**src/rtl/instr_fetch_unit.sv**
```systemverilog
// KGP-RISC fetch front end: IDLE/FETCH/EXEC/HALT sequencer, instruction register,
// immediate extension, branch resolution, carry flag and bl link write.
module instr_fetch_unit #(
  parameter logic [31:0] RESET_PC    = 32'h0000_0000,
  parameter logic [5:0]  HALT_OPCODE = 6'b111111
) (
  input  logic        clk,
  input  logic        rst_n,
  input  logic        start,
  output logic        imem_req,
  output logic [31:0] imem_addr,
  input  logic [31:0] imem_rdata,
  input  logic        imem_valid,
  output logic [5:0]  opcode,
  output logic [9:0]  functioncode,
  output logic [4:0]  rs_addr,
  output logic [4:0]  rt_addr,
  output logic [31:0] imm,
  input  logic [1:0]  extendType,
  input  logic        branch,
  input  logic        branchType,
  input  logic        brNotEq,
  input  logic        goToReg,
  input  logic [1:0]  flag,
  input  logic [31:0] rs_data,
  input  logic        alu_carry,
  input  logic        alu_zero,
  input  logic        alu_sign,
  input  logic        flags_we,
  input  logic        ex_stall,
  output logic        instr_valid,
  output logic [31:0] pc,
  output logic        link_we,
  output logic [31:0] link_data,
  output logic        halted
);

  localparam logic [5:0] BL_OPCODE = 6'b000110;

  typedef enum logic [1:0] {IDLE, FETCH, EXEC, HALT} state_t;

  state_t      r_state, w_nextState;
  logic [31:0] r_pc, w_nextPc;
  logic [31:0] r_ir, w_nextIr;
  logic        r_carry, w_nextCarry;
  logic [31:0] w_pcPlus4, w_imm, w_target;
  logic        w_cond, w_taken, w_commit;

  assign w_pcPlus4 = r_pc + 32'd4;
  assign w_commit  = (r_state == EXEC) && !ex_stall;

  always_comb begin
    case (extendType)
      2'b10:   w_imm = {{6{r_ir[25]}}, r_ir[25:0]};
      2'b11:   w_imm = {16'b0, r_ir[15:0]};
      default: w_imm = {{16{r_ir[15]}}, r_ir[15:0]};
    endcase
  end

  // The carry used here is the registered one, so a bcy that also writes flags sees the old value.
  always_comb begin
    case (flag)
      2'b00:   w_cond = r_carry;
      2'b01:   w_cond = alu_zero;
      2'b10:   w_cond = alu_sign;
      default: w_cond = 1'b0;
    endcase
  end

  assign w_taken  = branch & (~branchType | (w_cond ^ brNotEq));
  assign w_target = goToReg ? rs_data : (w_pcPlus4 + (w_imm << 2));

  always_comb begin
    w_nextState = r_state;
    w_nextPc    = r_pc;
    w_nextIr    = r_ir;
    w_nextCarry = r_carry;
    case (r_state)
      IDLE: begin
        if (start) w_nextState = FETCH;
      end
      FETCH: begin
        if (imem_valid) begin
          w_nextIr    = imem_rdata;
          w_nextState = EXEC;
        end
      end
      EXEC: begin
        if (!ex_stall) begin
          if (flags_we) w_nextCarry = alu_carry;
          if (r_ir[31:26] == HALT_OPCODE) begin
            w_nextState = HALT;
          end else begin
            w_nextState = FETCH;
            w_nextPc    = w_taken ? w_target : w_pcPlus4;
          end
        end
      end
      HALT: w_nextState = HALT;
      default: w_nextState = IDLE;
    endcase
  end

  always_ff @(posedge clk or negedge rst_n) begin
    if (!rst_n) begin
      r_state <= IDLE;
      r_pc    <= RESET_PC;
      r_ir    <= 32'b0;
      r_carry <= 1'b0;
    end else begin
      r_state <= w_nextState;
      r_pc    <= w_nextPc;
      r_ir    <= w_nextIr;
      r_carry <= w_nextCarry;
    end
  end

  assign imem_req     = (r_state == FETCH);
  assign imem_addr    = r_pc;
  assign pc           = r_pc;
  assign instr_valid  = (r_state == EXEC);
  assign halted       = (r_state == HALT);
  assign opcode       = r_ir[31:26];
  assign rs_addr      = r_ir[25:21];
  assign rt_addr      = r_ir[20:16];
  assign functioncode = r_ir[9:0];
  assign imm          = w_imm;
  assign link_we      = w_commit && (r_ir[31:26] == BL_OPCODE);
  assign link_data    = link_we ? w_pcPlus4 : 32'b0;

endmodule

```
**config.mk**
```make
export PLATFORM = sky130hd
export DESIGN_NAME = instr_fetch_unit
export DESIGN_NICKNAME = d
export VERILOG_FILES = /design/src/rtl/instr_fetch_unit.sv
export SDC_FILE = /design/constraint.sdc
export NUM_CORES = 1
export LEC_CHECK = 0
export ABC_AREA = 1
export CORE_AREA = 2 2 120 122
export CTS_CLUSTER_DIAMETER = 80
export CTS_CLUSTER_SIZE = 10
export DETAILED_ROUTE_END_ITERATION = 8
export DIE_AREA = 0 0 122 124
export PLACE_DENSITY = 0.87
export RECOVER_POWER = 50
export SLEW_MARGIN = 10
export SYNTH_ARGS = -nofsm -noshare
export SYNTH_HDL_FRONTEND = slang
export SYNTH_SLANG_ARGS = --single-unit
```
**constraint.sdc**
```tcl
create_clock -name clk -period 7.8 [get_ports clk]
set_clock_uncertainty 0.05 [all_clocks]
set_input_delay 1.56 -clock clk [delete_from_list [all_inputs] [get_ports clk]]
set_output_delay 1.56 -clock clk [all_outputs]
set_load 0.01 [all_outputs]
```
==> impl_metrics.toml, run 1 <==
[status]
status = "finished, violations left"
violations = "max-capacitance violations, max-slew violations"

[logic_synthesis]
synthXorXnorAreaFrac = 0.0432
synth_top_family_by_area = "simple AND/OR/NAND/NOR gates"
synth_cells = 1081
synth_common_cells = "nand2_1 (262), nor2_1 (190), inv_1 (139)"
synth_top_flop_cell = "dfrtp_1"
synthesis.nets = 1200
synth-seq-cells = 67
synth.most_common_cell = "nand2_1"
synth_compound_area_frac = 0.116
yosysUniqueCellTypes = 45
synthTopCellsByArea = "dfrtp_1 (25%), nand2_1 (14%), nor2_1 (10%)"
yosys.area_share.adder = 0.0707
yosysTopAreaCell = "dfrtp_1"
synthArstFlopShare = 1.00
muxShareOfSynthArea = 0.0330
avgSynthCellArea_um2 = 6.32
yosys_warnings = 0
syn-cell-area_um2 = 6830
yosys.area.top_type_share = 0.245
synth-simple-area-share = 0.341
yosysSeqAreaShare = 0.245
synth_edf_count = 0

[clock_network]
numCtsBuffers = 9
clk_pin_slew_ns = 0.05
cts_resized = 0
htree_levels = 3
insertion_delay_ns = 0.34
cts.sink_count = 67
cts_setup_buffers = 0
cts_tree = "done"
clk_path_buf_depth = 2
clockRootBuffer = "clkbuf_16"
cts_hold_buf = 0

[power_and_ir_drop]
p_per_area_nw_per_um2 = 439
switchingPower_mw = 2.05
p_int_mw = 2.04
p_leak_nw = 4.58
ir_drop_uv = 234
swShare = 0.501
clkPwrFrac = 0.109
pwr-share-seq = 0.186
pwr-share-comb = 0.705

[placement]
globalplace.congestion = 0.952
io_buffers = 238
dp_hpwl_um = 17200
place_area_um2 = 9010
dp_cells = 1433

[critical_path]
regToRegStartpoint = "imem_addr[3]"
path_class = "primary input to output port"
critPathArrivalTime_ns = 3.85
cp_max_fo = 14
worst-endpoint-required_ns = 6.19
r2r_end = "imem_addr[22]"
r2r_cells = 18
critPathLaunchType = "primary input"
rrSetupSlack_ns = 4.45
end_kind = "output port"

[detailed_routing]
drt-pass1-iter-count = 5
drc_errors = 0
avgRoutedWirePerCell_um = 14.7
vias = 7559
ant_nets = 0
drt-total-wl_um = 21300
vias_per_cell = 5.22
drt_iter0_markers = 640

[finish]
final_nets = 1383
fin_area_um2 = 9330
drive_gt1_frac = 0.0615
fin_cells = 1449
num_antenna_cells = 0
area_growth_pct = 36.5

[floorplan]
ios = 239
die-area_um2 = 15100
num_rows = 43
initial_core_util = 0.498
die-width_um = 122
core_um2 = 13700
die_h_um = 124

[timing]
slew_violations = 113
rsz0062_at_grt = "no"
holdWs_ns = 0.474
worstMarginPinSlew_ns = 3.60
finalCritPeriodShare = 0.700
fin_crit_ns = 5.46
setup_violations = 0
hold_viol = 0
fmax_mhz = 183
final.setup.tns_ns = 0
slew_headroom = -1.40

[hold_path]
hold_start = "r_carry"
min_path_type = "register to register"
hold_end = "r_carry"
whs_path_depth = 2

[global_routing]
grt_first_pass_wirelength_um = 33700
grt_pass1_vias = 6816
antenna_found_initial = 0
grt-ovfl-total = 0
grt_start_max_net_pins = 68
globalRouteTotalUtil = 0.285

[flow_run]
cap_violations = 2
flip-flops by register name (all words and copies together), names as in the netlist:
register / cells
imem_addr: 32
r_ir: 32
r_state: 2
r_carry: 1
critical path, stage by stage:
cell and delay, ns:
clkdlybuf4s50_1 0.45, inv_1 0.04, or2_1 0.31, o21ai_1 0.79, clkdlybuf4s50_1 0.70
power groups by stage:
| stage | combinational [mW] | clock, mW | sequential [mW] |
|---|---|---|---|
| CTS | 2.90 | 0.446 | 0.764 |
| finish | 2.89 | 0.446 | 0.760 |
| detailed placement | 2.88 | 0 | 0.768 |
| global placement | 2.84 | 0 | 0.758 |
| floorplan | 1.86 | 0 | 0.782 |
| global route | 3.20 | 0.461 | 0.795 |
through the flow:
step           total power, mW  utilization  setup WS (ns)
4_1_cts                   4.11        0.680           2.33
2_1_floorplan             2.65            -           3.35
5_1_grt                   4.46        0.680           2.19
6_report                  4.09        0.680           2.34
3_5_place_dp              3.65        0.657           2.32
3_3_place_gp              3.60        0.657           2.35
cells in the final DEF (no fill, tap or decap), types with 8 or more instances in the layout:
cell type	n
clkdlybuf4s50_1	191
nor3_1	9
nand3_1	59
dlygate4sd3_1	46
clkbuf_16	9
nor2_1	190
nand2_1	262
inv_1	139
dfrtp_1	67
mux2_2	20
o21ai_0	40
xor2_1	22
ha_1	37
inv_2	10
a21oi_1	82
xnor2_1	8
worst max path at each step:
stage                     slack (ns)           from       to
after global placement          2.35  extendType[1]  imm[25]
after floorplan                 3.35  extendType[1]  imm[26]
final                           2.34  extendType[1]  imm[28]
after detailed placement        2.32  extendType[1]  imm[27]
after CTS                       2.33  extendType[1]  imm[27]
after global routing            2.19  extendType[1]  imm[25]
cells by family (layout without fill, tap and decap cells):
group                    count (synthesis)  count (layout)
flip-flops                              67              67
XOR/XNOR                                32              32
multiplexers                            20              20
buffers and inverters                  222             410
AO/OA/AOI/OAI                          146             146
adder cells (fa/ha/maj)                 38              38
AND/OR/NAND/NOR                        556             556
final cells by class:
cell class | count | area [um^2]
well taps | 180 | 225
clock inverters | 4 | 73.8
inverters | 150 | 563
fillers | 1182 | 4390
clock buffers | 12 | 246
repair buffers | 244 | 2410
multi-input cells | 792 | 4130
flip-flops and latches | 67 | 1680
per-layer routing:
| layer | up-vias | wire [um] | part of all wire | global-route usage |
|---|---|---|---|---|
| met5 | - | 0 | 0 | 0 |
| met4 | 0 | 606 | 0.028 | 0.101 |
| met3 | 37 | 1980 | 0.093 | 0.0421 |
| met2 | 372 | 9560 | 0.45 | 0.460 |
| met1 | 3423 | 9150 | 0.43 | 0.391 |
| li1 | 3727 | - | - | - |
No activity file was read; power rests on OpenSTA's default activity.
==> run 2: changes to the inputs <==
- CORE_AREA: 2 2 120 122 -> 2 2 131 133
- DIE_AREA: 0 0 122 124 -> 0 0 133 135
- PLACE_DENSITY: 0.87 -> 0.77
- clock period: 7.8 -> 4.6 ns (I/O delays scaled with it)
==> run 2 against run 1 <==
  * The flow still finishes with violations (max-capacitance violations, max-slew violations)
  * Critical path depth increased by 1
  * Power up 68%
  * Largest power group unchanged
  * Clock power rose by 60%
  * Sequential power grew 71%
  * Clock-buffer cell count is 2 lower
  * Critical path type unchanged
  * Cell count is 2.9% higher
  * Die area increased by 19%
  * Setup slack worse by 1.6 ns
  * Critical endpoint is now link_data[29]
  * Sequential share of layout area decreased by 0.10 points
  * Routed wire length is 2.8% higher
  * Global-route usage fell by 4.3 points
  * Combinational power rose by 69%
==> impl_metrics.toml, run 2 (synthesis results as in run 1) <==
[timing]
fin_crit_ns = 3.85
fmax_mhz = 260
slew_violations = 41
rsz0062_at_grt = "no"
setup_violations = 0
final.setup.tns_ns = 0
worstMarginPinSlew_ns = 2.23
slew_headroom = -0.489
hold_viol = 0
finalCritPeriodShare = 0.836

[clock_network]
cts_tree = "done"
numCtsBuffers = 9
cts_setup_buffers = 0
htree_levels = 3
cts_hold_buf = 0
clockRootBuffer = "clkbuf_16"
clk_path_buf_depth = 2
cts.sink_count = 67
insertion_delay_ns = 0.34
cts_resized = 0
clk_pin_slew_ns = 0.06

[critical_path]
cp_max_fo = 33
cp-startpoint = "ex_stall"
critPathLaunchType = "primary input"
crit_end = "link_data[29]"
r2r_cells = 18
regToRegStartpoint = "imem_addr[3]"
slowest_stage = "dlygate4sd3_1"
end_kind = "output port"
cp_cell_sequence = "dlygate4sd3_1 > nor2_1 > nand4_1 > buf_4 > nor2_1 > clkdlybuf4s50_1"
path_class = "primary input to output port"
r2r_end = "imem_addr[22]"
max_stage_delay_ns = 0.62
rrSetupSlack_ns = 1.20
cpMostUsedCell = "nor2_1"
critPathArrivalTime_ns = 2.88
worst-endpoint-required_ns = 3.63

[global_routing]
grt_first_pass_wirelength_um = 34400
grt-ovfl-total = 0
grt_start_max_net_pins = 53
globalRouteTotalUtil = 0.242
grt_pass1_vias = 6758
antenna_found_initial = 0

[finish]
num_antenna_cells = 0
area_growth_pct = 37.3
utilization = 0.572
final_cell_mix = "nand2_1 (262), nor2_1 (190), clkdlybuf4s50_1 (175), inv_1 (139), a21oi_1 (82)"
final_nets = 1385
n_fill_cell = 1583
drive_gt1_frac = 0.0653
mostFrequentLayoutCell = "nand2_1"

[floorplan]
die-area_um2 = 18000
core_um2 = 16400
initial_core_util = 0.416
die_h_um = 135
num_rows = 47
die-width_um = 133
ios = 239

[detailed_routing]
vias = 7413
ant_nets = 0
vias_per_cell = 4.97
drt-total-wl_um = 21900
drt_iter0_markers = 656
drc_errors = 0
avgRoutedWirePerCell_um = 14.7
drt-pass1-iter-count = 5

[placement]
io_buffers = 238
globalplace.congestion = 0.900
dp_hpwl_um = 17900

[status]
violations = "max-capacitance violations, max-slew violations"
status = "finished, violations left"

[power_and_ir_drop]
pwr-share-comb = 0.708
ir_drop_uv = 290
pwr-share-seq = 0.188
power_mw = 6.88
p_int_mw = 3.39
switchingPower_mw = 3.49
swShare = 0.508
clkPwrFrac = 0.104
p_per_area_nw_per_um2 = 733
p_leak_nw = 4.59

[hold_path]
hold_start = "r_carry"
min_path_type = "register to register"

[flow_run]
cap_violations = 1
==> run 2: changes by cell type in the layout (fill, tap and decap cells not counted), moves of 2 or more <==
cell,change
clkinvlp_4,+2
dlygate4sd3_1,+16
buf_4,+4
clkbuf_1,-3
clkdlybuf4s50_1,-16
==> run 2: layer usage <==
layer / up-vias / GRT usage / wire (um)
met1: 3285 / 0.333 / 9650
met5: - / 0 / 0
met3: 39 / 0.0458 / 2020
li1: 3744 / - / -
met2: 345 / 0.378 / 9640
met4: 0 / 0.0902 / 590
==> run 2: critical path, delay by kind of cell <==
family                 cells  cell delay, ns
buffers and inverters      3            1.44
AND/OR/NAND/NOR            3            0.50
==> run 2: cell type report <==
type / count / area [um^2] / share of cell area
Multi-Input combinational cell: 792 / 4130 / 0.440
Clock buffer: 10 / 239 / 0.0255
Clock inverter: 6 / 63.8 / 0.00680
Tap cell: 220 / 275 / 0.0293
Sequential cell: 67 / 1680 / 0.179
Timing Repair Buffer: 246 / 2440 / 0.260
Inverter: 150 / 563 / 0.0600
==> run 2: worst min-delay path by stage <==
stage                         end  slack, ns  cells past startpoint
after detailed placement  r_carry       0.45                      2
final                     r_carry       0.46                      2
after CTS                 r_carry       0.47                      2
after global routing      r_carry       0.49                      2
after floorplan           r_carry       0.43                      2
after global placement    r_carry       0.45                      2
==> run 2: metrics by stage <==
step	hold WS [ns]	area (um^2)	setup WS, ns	cells
floorplan	0.431	6830	1.32	1081
global placement	0.447	9080	0.880	1475
detailed placement	0.455	9080	0.846	1475
CTS	0.471	9380	0.825	1491
global route	0.487	9380	0.677	1491
finish	0.465	9380	0.754	1491
==> run 2: power groups by stage <==
stage	registers [mW]	logic (mW)	clock network [mW]
3_3_place_gp	1.30	4.83	0
3_5_place_dp	1.31	4.89	0
6_report	1.30	4.87	0.715
4_1_cts	1.31	4.93	0.727
2_1_floorplan	1.33	3.16	0
5_1_grt	1.35	5.38	0.748
